[src/rtl/if_fetch_unit.sv]
// rtl/if_fetch_unit.sv - instruction fetch unit with in-order tag FIFO, 2-entry instruction queue and redirect flush
//
// Purpose: issues instruction-memory reads from a PC register, keeps at most two
// fetches in flight or buffered, presents fetched {pc,inst} to decode, and on a
// branch redirect flushes the queue and discards responses to stale requests.
//
// Ports:
//   clk, rst                 clock, synchronous active-high reset
//   stall                    decode not accepting; hold the presented fetch
//   br, br_target            redirect request and new PC
//   im_req, im_addr          memory read request / address (= PC)
//   im_gnt                   memory accepts the request this cycle
//   im_rvalid, im_rdata      in-order read response
//   if_valid, if_pc, if_inst presented instruction (pc/inst forced to 0 when not valid)
//   stall_cnt, flush_cnt     performance counters, present only with FETCH_PERF_EN defined
//
// Configuration macro: FETCH_PERF_EN (adds stall_cnt/flush_cnt outputs).

module if_fetch_unit #(
  parameter logic [31:0] RESET_PC = 32'h0000_0000
) (
  input  logic        clk,
  input  logic        rst,
  input  logic        stall,
  input  logic        br,
  input  logic [31:0] br_target,
  output logic        im_req,
  output logic [31:0] im_addr,
  input  logic        im_gnt,
  input  logic        im_rvalid,
  input  logic [31:0] im_rdata,
  output logic        if_valid,
  output logic [31:0] if_pc,
  output logic [31:0] if_inst
`ifdef FETCH_PERF_EN
  ,
  output logic [31:0] stall_cnt,
  output logic [31:0] flush_cnt
`endif
);

  logic [31:0] pc_q, pc_d;
  logic [31:0] tag_q [2];
  logic [31:0] tag_d [2];
  logic        tag_rd_q, tag_rd_d;
  logic [1:0]  tag_cnt_q, tag_cnt_d;
  logic [31:0] qpc_q [2];
  logic [31:0] qpc_d [2];
  logic [31:0] qinst_q [2];
  logic [31:0] qinst_d [2];
  logic        q_rd_q, q_rd_d;
  logic [1:0]  q_cnt_q, q_cnt_d;
  logic [1:0]  drop_q, drop_d;

  logic        rsp;
  logic        issue;
  logic        push;
  logic        pop;
  logic [1:0]  tag_left;
  logic        tag_wr_idx;
  logic        q_wr_idx;
  logic [2:0]  in_use;

  // Credit is taken from registered counts only; a response or pop this cycle
  // does not free a slot until the next cycle.
  assign in_use     = {1'b0, tag_cnt_q} + {1'b0, q_cnt_q};
  assign im_req     = !rst && !br && (in_use < 3'd2);
  assign im_addr    = pc_q;
  assign issue      = im_req && im_gnt;
  // A response with nothing outstanding is a protocol error and is ignored.
  assign rsp        = im_rvalid && (tag_cnt_q != 2'd0);
  assign tag_left   = tag_cnt_q - {1'b0, rsp};
  assign tag_wr_idx = tag_rd_q ^ tag_cnt_q[0];
  assign q_wr_idx   = q_rd_q ^ q_cnt_q[0];

  assign if_valid   = (q_cnt_q != 2'd0);
  assign if_pc      = if_valid ? qpc_q[q_rd_q] : 32'd0;
  assign if_inst    = if_valid ? qinst_q[q_rd_q] : 32'd0;

  always_comb begin
    pc_d      = pc_q;
    tag_d     = tag_q;
    tag_rd_d  = tag_rd_q;
    tag_cnt_d = tag_cnt_q;
    qpc_d     = qpc_q;
    qinst_d   = qinst_q;
    q_rd_d    = q_rd_q;
    q_cnt_d   = q_cnt_q;
    drop_d    = drop_q;
    push      = 1'b0;
    pop       = 1'b0;

    // Tag FIFO tracks every issued address, including ones later dropped.
    if (rsp) begin
      tag_rd_d = ~tag_rd_q;
    end
    if (issue) begin
      tag_d[tag_wr_idx] = pc_q;
      pc_d              = pc_q + 32'd4;
    end
    tag_cnt_d = tag_cnt_q + {1'b0, issue} - {1'b0, rsp};

    if (br) begin
      // Redirect wins over stall; any same-cycle response is discarded and
      // everything still in flight after it must be dropped on return.
      pc_d    = br_target;
      q_cnt_d = 2'd0;
      drop_d  = tag_left;
    end else begin
      push = rsp && (drop_q == 2'd0);
      pop  = if_valid && !stall;
      if (rsp && (drop_q != 2'd0)) begin
        drop_d = drop_q - 2'd1;
      end
      // Credit guarantees the queue has room whenever a response arrives.
      if (push) begin
        qpc_d[q_wr_idx]   = tag_q[tag_rd_q];
        qinst_d[q_wr_idx] = im_rdata;
      end
      if (pop) begin
        q_rd_d = ~q_rd_q;
      end
      q_cnt_d = q_cnt_q + {1'b0, push} - {1'b0, pop};
    end
  end

  always_ff @(posedge clk) begin
    if (rst) begin
      pc_q       <= RESET_PC;
      tag_q[0]   <= 32'd0;
      tag_q[1]   <= 32'd0;
      tag_rd_q   <= 1'b0;
      tag_cnt_q  <= 2'd0;
      qpc_q[0]   <= 32'd0;
      qpc_q[1]   <= 32'd0;
      qinst_q[0] <= 32'd0;
      qinst_q[1] <= 32'd0;
      q_rd_q     <= 1'b0;
      q_cnt_q    <= 2'd0;
      drop_q     <= 2'd0;
    end else begin
      pc_q      <= pc_d;
      tag_q     <= tag_d;
      tag_rd_q  <= tag_rd_d;
      tag_cnt_q <= tag_cnt_d;
      qpc_q     <= qpc_d;
      qinst_q   <= qinst_d;
      q_rd_q    <= q_rd_d;
      q_cnt_q   <= q_cnt_d;
      drop_q    <= drop_d;
    end
  end

`ifdef FETCH_PERF_EN
  logic [31:0] stall_cnt_q, stall_cnt_d;
  logic [31:0] flush_cnt_q, flush_cnt_d;

  always_comb begin
    stall_cnt_d = stall_cnt_q;
    flush_cnt_d = flush_cnt_q;
    if (if_valid && stall) begin
      stall_cnt_d = stall_cnt_q + 32'd1;
    end
    // Flushed work = queue entries thrown away plus responses discarded.
    if (br) begin
      flush_cnt_d = flush_cnt_q + {30'd0, q_cnt_q} + {31'd0, rsp};
    end else if (rsp && (drop_q != 2'd0)) begin
      flush_cnt_d = flush_cnt_q + 32'd1;
    end
  end

  always_ff @(posedge clk) begin
    if (rst) begin
      stall_cnt_q <= 32'd0;
      flush_cnt_q <= 32'd0;
    end else begin
      stall_cnt_q <= stall_cnt_d;
      flush_cnt_q <= flush_cnt_d;
    end
  end

  assign stall_cnt = stall_cnt_q;
  assign flush_cnt = flush_cnt_q;
`endif

endmodule

[config.mk]
export PLATFORM = sky130hd
export DESIGN_NAME = if_fetch_unit
export DESIGN_NICKNAME = d
export VERILOG_FILES = /design/src/rtl/if_fetch_unit.sv
export SDC_FILE = /design/constraint.sdc
export NUM_CORES = 1
export LEC_CHECK = 0
export CAP_MARGIN = 20
export CORE_MARGIN = 2
export CORE_UTILIZATION = 40
export DETAILED_ROUTE_END_ITERATION = 12
export GPL_ROUTABILITY_DRIVEN = 0
export PLACE_DENSITY = 0.62
export SYNTH_ARGS = -nofsm -noshare
export SYNTH_HDL_FRONTEND = slang
export SYNTH_SLANG_ARGS = --single-unit
[constraint.sdc]
create_clock -name clk -period 3.95 [get_ports clk]
set_input_delay 0.5925 -clock clk [delete_from_list [all_inputs] [get_ports clk]]
set_output_delay 0.5925 -clock clk [all_outputs]
set_load 0.02 [all_outputs]
# Yosys cells after proc, flatten, opt, wreduce, memory -nomap -nowiden
# Cells that the tools add are included.
# W data, S select, Z words.
[totals] inputBits=70 elab_cells=79 out_inout_bits=98 register_bits=232
[op_classes] magnitude_cmp=7 n_mux=22 add_sub_neg=8 bitwise=9 n_reduce_logical=21
[ops] op="$mux W32" count=15
[ops] op="$bwmux W64" count=3
[ops] op="$demux W32 S1" count=2
[ops] op="$add A32 B3 Y32 const B" count=1
[ops] op="$reduce_bool A2 Y1" count=5
[ops] op="$logic_and A1 B1 Y1" count=9
[ops] op="$ge A2 B2 Y1 const B" count=4
[ops] op="$not A1 Y2" count=4
[ops] op="$sub A2 B1 Y2" count=3
[ops] op="$add A2 B1 Y2" count=2
[ops] op="$lt A2 B1 Y1 const B" count=2
[ops] op="$mux W2" count=2
[ops] op="$reduce_and A2 Y1" count=2
[ops] op="$add A2 B2 Y3" count=1
[ops] op="$logic_not A1 Y1" count=3
[ops] op="$lt A3 B2 Y1 const B" count=1
[ops] op="$not A1 Y1" count=3
[ops] op="$logic_not A2 Y1" count=1
[ops] op="$reduce_or A2 Y1" count=1
[ops] op="$sub A2 B1 Y2 const B" count=1
[ops] op="$xor A1 B1 Y1" count=2

# Longest topological paths before layout
# Gate-level depths: netlist of the first run.
[logic_depth] word_depth=7 depth_mapped=10 mapped_depth_nobuf=10

# Least setup slack after synthesis of the first run
# OpenSTA, ideal clock, no wires.
[synth_path] path_kind="reg2reg" from="reg tag_cnt_q[0]" to="reg pc_q[22] (netlist: im_addr[22])" n_path_buf=0 required_ps=3859 slack_ps=1358 period_less_slack_ps=2592 setup_ps=91 arrival_ps=2501 path_stages_with_launch=7 cell_sequence="dfxtp_1 > and2_1 > fa_1 > nor3b_2 > nand4_1 > or4b_2 > a311oi_1"
[synth_between] elab_chain_cells=5
[synth_rtl] item="from (decl)" line="46" text="logic [1:0] tag_cnt_q, tag_cnt_d;"
[synth_rtl] item="from (signal assigned)" line="145" text="tag_cnt_q <= tag_cnt_d;"
[synth_rtl] item="$add A2 B2 Y3" line="66" text="assign in_use = {1'b0, tag_cnt_q} + {1'b0, q_cnt_q};"
[synth_rtl] item="$lt A3 B2 Y1" line="67" text="assign im_req = !rst && !br && (in_use < 3'd2);"
[synth_rtl] item="$logic_and A1 B1 Y1" line="67"
[synth_rtl] item="$logic_and A1 B1 Y1" line="69" text="assign issue = im_req && im_gnt;"
[synth_rtl] item="$reduce_bool A2 Y1 (no source line)"
[synth_rtl] item="to (signal assigned)" line="142" text="pc_q <= pc_d;"
[synth_rtl] item="to (decl)" line="42" text="logic [31:0] pc_q, pc_d;"
# Every way passes these cells.
# A chain may end at the register's enable or synchronous reset.

# Worst setup path in the final report of the first run
[layout_path] from="reg q_cnt_q[0]" to="out im_req"
[layout_between] elab_chain_cells=3
[layout_rtl] item="from (decl)" line="52" text="logic [1:0] q_cnt_q, q_cnt_d;"
[layout_rtl] item="from (signal assigned)" line="149" text="q_cnt_q <= q_cnt_d;"
[layout_rtl] item="$add A2 B2 Y3" line="66"
[layout_rtl] item="$lt A3 B2 Y1" line="67"
[layout_rtl] item="$logic_and A1 B1 Y1" line="67"
[layout_rtl] item="to (decl)" line="27" text="output logic im_req,"
# Every way passes these cells.

==> results of run 1 <==
-- per-stage QoR --
step / util [%] / hold slack (ns) / instances / power (mW) / cell area [µm²]
floorplan: - / 0.436 / 1249 / 3.17 / 10100
global placement: 47.9 / 0.441 / 1664 / 3.48 / 12000
detailed placement: 47.9 / 0.446 / 1664 / 3.50 / 12000
CTS: 51.2 / 0.454 / 1708 / 5.86 / 12800
global route: 51.2 / 0.470 / 1708 / 6.07 / 12800
finish: 51.2 / 0.451 / 1708 / 5.79 / 12800
-- sequential cells by signal, summed over array words and instances (netlist names) --
signal / cells
q_cnt_q: 2
tag_q: 64
im_addr: 32
q_rd_q: 1
qinst_q: 64
tag_cnt_q: 2
qpc_q: 64
drop_q: 2
tag_rd_q: 1
-- cell type report --
cell class / instances / area [µm²] / share of cell area (%)
multi-input combinational: 903 / 5050 / 39.4
sequential: 232 / 4650 / 36.3
timing repair buffer: 184 / 1830 / 14.2
clock buffer: 37 / 721 / 5.62
tap: 330 / 413 / 3.22
clock inverter: 7 / 110 / 0.859
inverter: 15 / 56.3 / 0.439
-- worst max path at each step --
stage	endpoint	slack, ns
after global placement	im_addr[22]	1.06
after floorplan	im_addr[22]	1.36
after global routing	im_req	0.66
after detailed placement	im_addr[22]	0.99
after CTS	im_req	0.76
final	im_req	0.77
-- kinds of logic after synthesis --
kind of cell             Yosys count  share of synthesized area (%)
AND/OR/NAND/NOR                  527                           21.9
AO/OA/AOI/OAI                    252                           15.4
flip-flops                       232                           45.9
XOR/XNOR                          17                           1.47
multiplexers                      99                           9.81
buffers and inverters            114                           4.43
adder cells (fa/ha/maj)            8                           1.06
-- cells in the final DEF, fill, tap and decap left out, types with 4 or more instances in the layout --
cell type / netlist / routed
sky130_fd_sc_hd__nand2_1: 284 / 284
sky130_fd_sc_hd__dfxtp_1: 232 / 230
sky130_fd_sc_hd__clkdlybuf4s50_1: 0 / 166
sky130_fd_sc_hd__nor2_1: 163 / 162
sky130_fd_sc_hd__a21oi_1: 135 / 135
sky130_fd_sc_hd__mux2i_1: 98 / 98
sky130_fd_sc_hd__a211oi_1: 69 / 69
sky130_fd_sc_hd__clkbuf_16: 0 / 25
sky130_fd_sc_hd__buf_4: 0 / 15
sky130_fd_sc_hd__inv_1: 14 / 14
sky130_fd_sc_hd__nand3_1: 13 / 13
sky130_fd_sc_hd__a311oi_1: 13 / 13
sky130_fd_sc_hd__xor2_1: 11 / 11
sky130_fd_sc_hd__o21ai_0: 10 / 10
sky130_fd_sc_hd__nand4_1: 9 / 9
sky130_fd_sc_hd__nor3_1: 12 / 8
sky130_fd_sc_hd__or3_1: 8 / 8
sky130_fd_sc_hd__or4_1: 7 / 7
sky130_fd_sc_hd__ha_1: 7 / 7
sky130_fd_sc_hd__clkbuf_1: 71 / 7
sky130_fd_sc_hd__xnor2_1: 6 / 6
sky130_fd_sc_hd__and3_1: 6 / 6
sky130_fd_sc_hd__and4_1: 5 / 5
sky130_fd_sc_hd__clkbuf_8: 0 / 5
sky130_fd_sc_hd__nor3_2: 0 / 4
sky130_fd_sc_hd__a31oi_1: 4 / 4
sky130_fd_sc_hd__clkinv_2: 0 / 4
-- power by group through the flow --
stage	Sequential (mW)	Clock (mW)	Combinational, mW
2_1_floorplan	2.61	0	0.560
3_5_place_dp	2.63	0	0.864
3_3_place_gp	2.63	0	0.854
5_1_grt	2.60	2.52	0.948
4_1_cts	2.58	2.41	0.867
6_report	2.58	2.35	0.858
-- routing by layer --
| metal | wire, µm | vias to the layer above |
|---|---|---|
| met5 | 0 | - |
| met4 | 333 | 0 |
| met3 | 1420 | 30 |
| met2 | 12100 | 233 |
| met1 | 13300 | 4097 |
| li1 | - | 4506 |
-- worst min-delay path: cells and delay by family, from the launching register on --
family	cells	cell delay, ns
AOI/OAI and AO/OA	1	0.05
and+or+nand+nor	1	0.05
DFF	1	0.31
==> summary.md, run 1 <==
The run finished with clean final reports. In this run, flip-flops and latches consume 44.6% of the power. The setup path with the least slack is of type flip-flop to output port.

TritonCTS built the clock tree. Counting flops with a built-in enable in the synthesized netlist gives 0. The vias per cell works out to 5.19. After clock tree synthesis, the clock-pin slew on the worst setup and hold paths is 0.06 ns.

The run gives 232 as the TritonCTS sink count. The tools report the end of the worst hold path as qinst_q[27]. sky130_fd_sc_hd__nand2_1 is the most common cell in the netlist.

The synthesized design contains 232 register bits. The first global-routing pass estimated 43800 µm of wire. The synthesized design devotes to its leading area cell type 45.9% of total area.

The power per cell area is 452 nW/µm². The number of inserted diodes is 0. The tools report the data required time of the critical path as 3.36 ns. Launch point of the worst reg-to-reg path: q_cnt_q[0].

Layer with the highest usage after global routing: met2. The sort of element at the start of the critical path was a flip-flop. At the end of the flow, the number of nets in the layout was 1438.

The biggest area contributor in the post-synthesis netlist is sky130_fd_sc_hd__dfxtp_1. The min-delay analysis places its worst path in the category flip-flop to flip-flop. Quantity of hold-fixing buffers added after cts: 0. The analysis attributes to cell leakage a power of 3.97 nW. Clock latency of the later-clocked register in the worst-skew pair: 0.51 ns. For the final database, setup skew stands at 0.00694 ns.

The run gives 1 as the total number of H-tree levels. Setup repair after global routing left no endpoint under its margin. The global-route met3 utilization is 2.79%. Area overhead of the layout relative to synthesis: 26.8%. The endpoint identified for the worst register-to-register timing path is im_addr[22]. The maximum number of pins on one net before global-route repair was 101. Yosys mapped the design onto 54 distinct sky130hd cell types.

Summed over all failing endpoints, the final setup total negative slack is 0 ns. For this run, the detailed router's first-pass iteration total came to 5. Kind of end point of the critical path: an output port.

The internal power summed over all cells was 4.26 mW. The final number of max-transition violations came out at 0. The largest fanout of any net on the critical path is 5, and the overall die area is 26600 µm². For this design the total switching power over the nets is 1.53 mW. The largest incremental delay on the critical path came out at 0.65 ns.

The run gives 0 as the number of design rule violations left after detail routing. The cell sitting at the root of the clock tree is a sky130_fd_sc_hd__clkbuf_16. Global routing consumed, on the met2 layer, 32.1% of the routing resources. The cell count after synthesis came out at 1249. Detailed placement finished with a half-perimeter wire length of 16900 µm.

Across the run, the number of max-cap violations was 0. A synthesized cell averages 8.10 µm². The worst register-to-register path has a setup slack of 0.94 ns. The number of warnings printed during yosys synthesis is 0. Per report_power, the combinational group accounts for 14.8% of the total.

The logs give 0 for the number of antenna violations at the first check in global routing and 0.775 ns for the final critical-path setup slack. Once the floorplan was initialized, standard cells occupied 40.4% of the core. The logs give 40.6% for the clock share of power and 0 for the count of nets left with antenna violations after detail routing. After filler insertion, the fill cell instance count of the layout stands at 2480. The fraction of power spent switching nets was 26.5%. For this design, the slowest cell found on the critical path is sky130_fd_sc_hd__clkdlybuf4s50_1. Counting instances, the worst hold path has a depth of 2. The logs give 29.0% for the met1 usage in global routing and 8866 for the overall via count from detail_route. The startpoint identified for the worst hold timing path is qinst_q[27]. The die span in y is 163 µm, and the final setup violation count is 0.

Sorting the synthesized cells by area gives the leading types as sky130_fd_sc_hd__dfxtp_1 (46%), sky130_fd_sc_hd__nand2_1 (11%), sky130_fd_sc_hd__mux2i_1 (9.7%). Count of buffers inserted at the top-level ports: 167. Total nets after synthesis: 1327. The sequential cell area fraction in the yosys report was 45.9%.

Tracing the worst setup path back leads to its startpoint at q_cnt_q[0]. The run gives 25000 µm² as the area inside the core boundary. The logs give 0 for the number of gates resized after cts and 168 for the I/O pin count. The worst-case clock buffer depth was 3; the total global routing overflow was 0. After detailed routing, the average wire length per cell comes to 15.9 µm. The async set-reset flop share out of synthesis is 0%, and the number of clock buffers inserted by TritonCTS is 24.

Prior to clock tree synthesis, the placed netlist has a worst setup slack of 0.993 ns. In the global route stage, overall resource usage came out at 20.1%. The highest attainable clock frequency is 315 MHz, and the transition time of the tightest slew-check pin is 0.783 ns. The highest ir drop seen on vdd was 0.251 mV; the total wire length after detailed routing was 27100 µm.

The initialized floorplan defines 58 standard-cell rows. For the worst flop-to-flop path, the logic depth is 7. The number of endpoints with negative hold slack in the final report is 0, and the share of post-route cells with drive strength above 1 is 5.22%. Final critical-path required period: 3.18 ns. Dominant register cell in the synthesized netlist: sky130_fd_sc_hd__dfxtp_1. The dominant delay contributor by cell family on the critical path was buffers and inverters.

Measured against its own limit, the worst slew margin works out to 47.8%. The count of buffering cells on the critical path with inverters included came out at 1. By count the netlist is led by sky130_fd_sc_hd__nand2_1 (284), sky130_fd_sc_hd__dfxtp_1 (232), sky130_fd_sc_hd__nor2_1 (163). In this run the post-CTS setup repair buffer count came out at 0. The die extent in x is 163 µm, and the starting DRC count in detailed routing is 519. Dividing the final minimum period by the clock period gives 80.4%. Critical path depth in cells: 4. The critical path goes through and2_1 > fa_1 > nor3_1 > clkdlybuf4s50_1. The area of the mapped netlist came out at 10100 µm². For the worst setup path, the data arrival time is 2.58 ns.

For the via count of the first global-routing pass, the log shows 8296.
Note: power is estimated with default switching activity, not from simulation.
==> inputs of run 2 (changes only) <==
==> constraint.sdc (replaced) <==
create_clock -name clk -period 3 [get_ports clk]
set_input_delay 0.45 -clock clk [delete_from_list [all_inputs] [get_ports clk]]
set_output_delay 0.45 -clock clk [all_outputs]
set_load 0.02 [all_outputs]
==> run 2 against run 1 <==
  * Total power is 34% higher
  * Count of clock-buffer cells in the layout up 3
  * Highest routed layer unchanged
  * Via count increased by 0.16%
  * Clock skew increased by 0.012 ns
  * Critical endpoint is now im_addr[15]
  * Wire length is 1.6% lower
  * Hold slack worse by 0.16 ns
  * Final area up 1.5%
  * Global-route usage is 0.80 points lower
  * Cell count increased by 0.76%
  * Non-clock buffer count up 10
  * Utilization rose by 0.77 points
==> summary.md, run 2 (synthesis gave the netlist of run 1 again) <==
For the final database, setup skew stands at 0.0193 ns. The worst-case IR drop observed on VDD is 0.385 mV. For the count of nets left with antenna violations after detail routing, the log shows 0. For this run, the total global-route usage over all layers was measured as 19.3%.

The number of instances on the worst hold path was 3; the transition time of the tightest slew-check pin was 0.879 ns. The logs give 25000 µm² for the area inside the core boundary and 5 for the number of iterations in the first detailed-routing pass. The logs give 84 for the maximum number of pins on one net before global-route repair and 1 for the number of gates resized after cts. The number of nets in the layout is 1450.

The flow ran to the end, and the final reports show no timing, DRC or antenna violations. TritonCTS built the clock tree. The largest registers in the layout are qinst_q x64, qpc_q x64, tag_q x64.

For this run, the number of standard cells in the final layout without fillers is 1721. For this design the static power due to leakage is 4.07 nW. The startpoint identified for the worst hold timing path is rst. The power per cell area is 595 nW/µm², and the final critical-path required period is 2.82 ns. The vias per cell was 5.16. The die span in y was 163 µm; the total wire length after detailed routing was 26700 µm.

Clock-pin slew was measured on the worst setup and hold paths at 0.06 ns. The critical path starts at q_cnt_q[0]. Post-CTS timing repair inserted 0 buffers for setup.

The initial utilization of the core area, before any placement, comes to 40.4%. The tools report the number of fill cells as 2442. The kind of end point of the critical path was a flip-flop.

Summing all multi-input logic gate instances after layout gives 5050 µm². The core occupancy in the finished layout was 52.0%; the overall via count from detail_route was 8880. Along the worst path, the maximum fanout reaches 10. The logs give 8118 for the via count of the first global-routing pass and 13000 µm² for the final cell area excluding filler cells.

Summed over all failing endpoints, the final setup total negative slack is 0 ns. Highest attainable clock frequency: 355 MHz. In this run the horizontal extent of the chip is 163 µm.

Dividing the detail-routed wire length by the instance count gives 15.5 µm. In the final layout, flip-flops and latches occupy 4650 µm². The tools report the destination of the worst register-to-register timing path as im_addr[15]. The post-route netlist has 6.04% of its cells at a drive strength greater than 1.

In this run the tightest slew margin relative to its limit is 41.4%. Layer with the highest usage after global routing: met2. The logs give 3 for the worst-case clock buffer depth and 0 for the final setup violation count. The area overhead of the layout relative to synthesis works out to 28.7%. The logs give 26600 µm² for the overall die area and 28.6% for the met1 usage in global routing.

The starting DRC count in detailed routing is 582. The number of endpoints with negative hold slack in the final report was 0. The worst path uses 94.0% of the clock period. The repair_antennas step left the layout with diodes totalling 0. The number of cells on the worst reg-to-reg path is 6.

The count of buffers inserted at the top-level ports works out to 167. The signal arrival time at the worst endpoint is 3.26 ns. The launch point of the worst reg-to-reg path was q_cnt_q[0]. The first global-routing pass estimated 42200 µm of wire. For this run, design rule violations remaining after detail routing come to 0. Kind of critical path: flip-flop to flip-flop.

The floorplan has 58 rows. The commonest non-fill, non-tap cell in the layout was sky130_fd_sc_hd__nand2_1. The tool flagged a number of max-cap violations equal to 0.

The total global routing overflow came out at 0. The logs give 26 for the number of clock buffers inserted by TritonCTS and 0 for the final number of max-transition violations. The worst setup path is launched from a flip-flop.

Setup repair after global routing left no endpoint under its margin. The tools report the global-route met3 utilization as 2.74%. The logs give 168 for the I/O pin count and 0.18 ns for the worst reg-to-reg setup slack.

For the total number of H-tree levels, the log shows 1. The path with the worst hold slack has its endpoint at q_cnt_q[1]. The class of the most critical hold timing path is input pin to flip-flop. The clock latency of the later-clocked register in the worst-skew pair is 0.53 ns, and the quantity of hold-fixing buffers added after cts is 0. In the layout the commonest cells are sky130_fd_sc_hd__nand2_1 (284), sky130_fd_sc_hd__dfxtp_1 (230), sky130_fd_sc_hd__clkdlybuf4s50_1 (165). The area of placed instances was 12200 µm². Including well taps, the total number of placed cells is 1674. Detailed placement finished with a half-perimeter wire length of 17200 µm. For the worst setup path, the data required time is 3.44 ns.

CTS saw 232 sinks. The number of antenna violations at the first check in global routing was 0; the met2 track demand over resource in global routing was 29.8%. The root buffer cell chosen for the clock tree is sky130_fd_sc_hd__clkbuf_16.
==> run 2: cell count changes in the layout (fill, tap and decap cells not counted), sizes merged <==
cell and change:
clkinv +1, clkdlybuf4s50 -1, clkbuf +3, dlygate4sd2 +1, bufinv -1, buf +10
==> run 2: final cells by class <==
cell class	instances	share of cell area, %
Clock buffer	40	5.95
Clock inverter	7	0.682
Inverter	15	0.433
Multi-Input combinational cell	903	38.8
Sequential cell	232	35.7
Tap cell	330	3.17
Timing Repair Buffer	194	15.3
==> run 2: worst max-delay path by stage <==
stage | slack, ns | to | cells after the start
2_1_floorplan | 0.41 | im_addr[22] | 6
3_3_place_gp | 0.34 | im_addr[15] | 6
3_5_place_dp | 0.22 | im_addr[15] | 6
4_1_cts | 0.15 | if_inst[2] | 4
5_1_grt | 0.007 | im_addr[15] | 6
6_report | 0.18 | im_addr[15] | 6
==> run 2: metrics by stage <==
step | power, mW | setup WS [ns] | hold slack (ns)
global route | 8.09 | 0.00669 | 0.295
global placement | 4.62 | 0.335 | 0.441
detailed placement | 4.64 | 0.219 | 0.446
CTS | 7.83 | 0.146 | 0.269
finish | 7.74 | 0.180 | 0.288
floorplan | 4.18 | 0.408 | 0.436
==> run 2: critical path, cell delays in order (launching register included) <==
cell and delay, ns:
sky130_fd_sc_hd__dfxtp_1 0.47, sky130_fd_sc_hd__and2_1 0.19, sky130_fd_sc_hd__fa_1 0.49, sky130_fd_sc_hd__nor4bb_1 0.49
sky130_fd_sc_hd__nand4_1 0.41, sky130_fd_sc_hd__or3_1 0.43, sky130_fd_sc_hd__a311oi_1 0.25
==> run 2: layer usage <==
metal	part of all wire, %	vias to the layer above
met2	43	231
met5	0	-
li1	-	4531
met3	5.1	30
met4	1.2	0
met1	50	4088
==> run 2: power breakdown <==
part,total (mW),internal (mW),switching [mW]
registers,3.39,3.24,0.150
clock network,3.18,1.94,1.24
logic,1.17,0.498,0.673
total,7.74,5.68,2.06
==> inputs of run 3 (changes only) <==
--- a/config.mk
+++ b/config.mk
@@ -9,7 +9,6 @@
 export CORE_MARGIN = 2
 export CORE_UTILIZATION = 40
 export DETAILED_ROUTE_END_ITERATION = 12
-export GPL_ROUTABILITY_DRIVEN = 0
 export PLACE_DENSITY = 0.62
 export SYNTH_ARGS = -nofsm -noshare
 export SYNTH_HDL_FRONTEND = slang
==> results of run 3 <==
No change in the layout: final DEF, timing and power equal those of run 2.
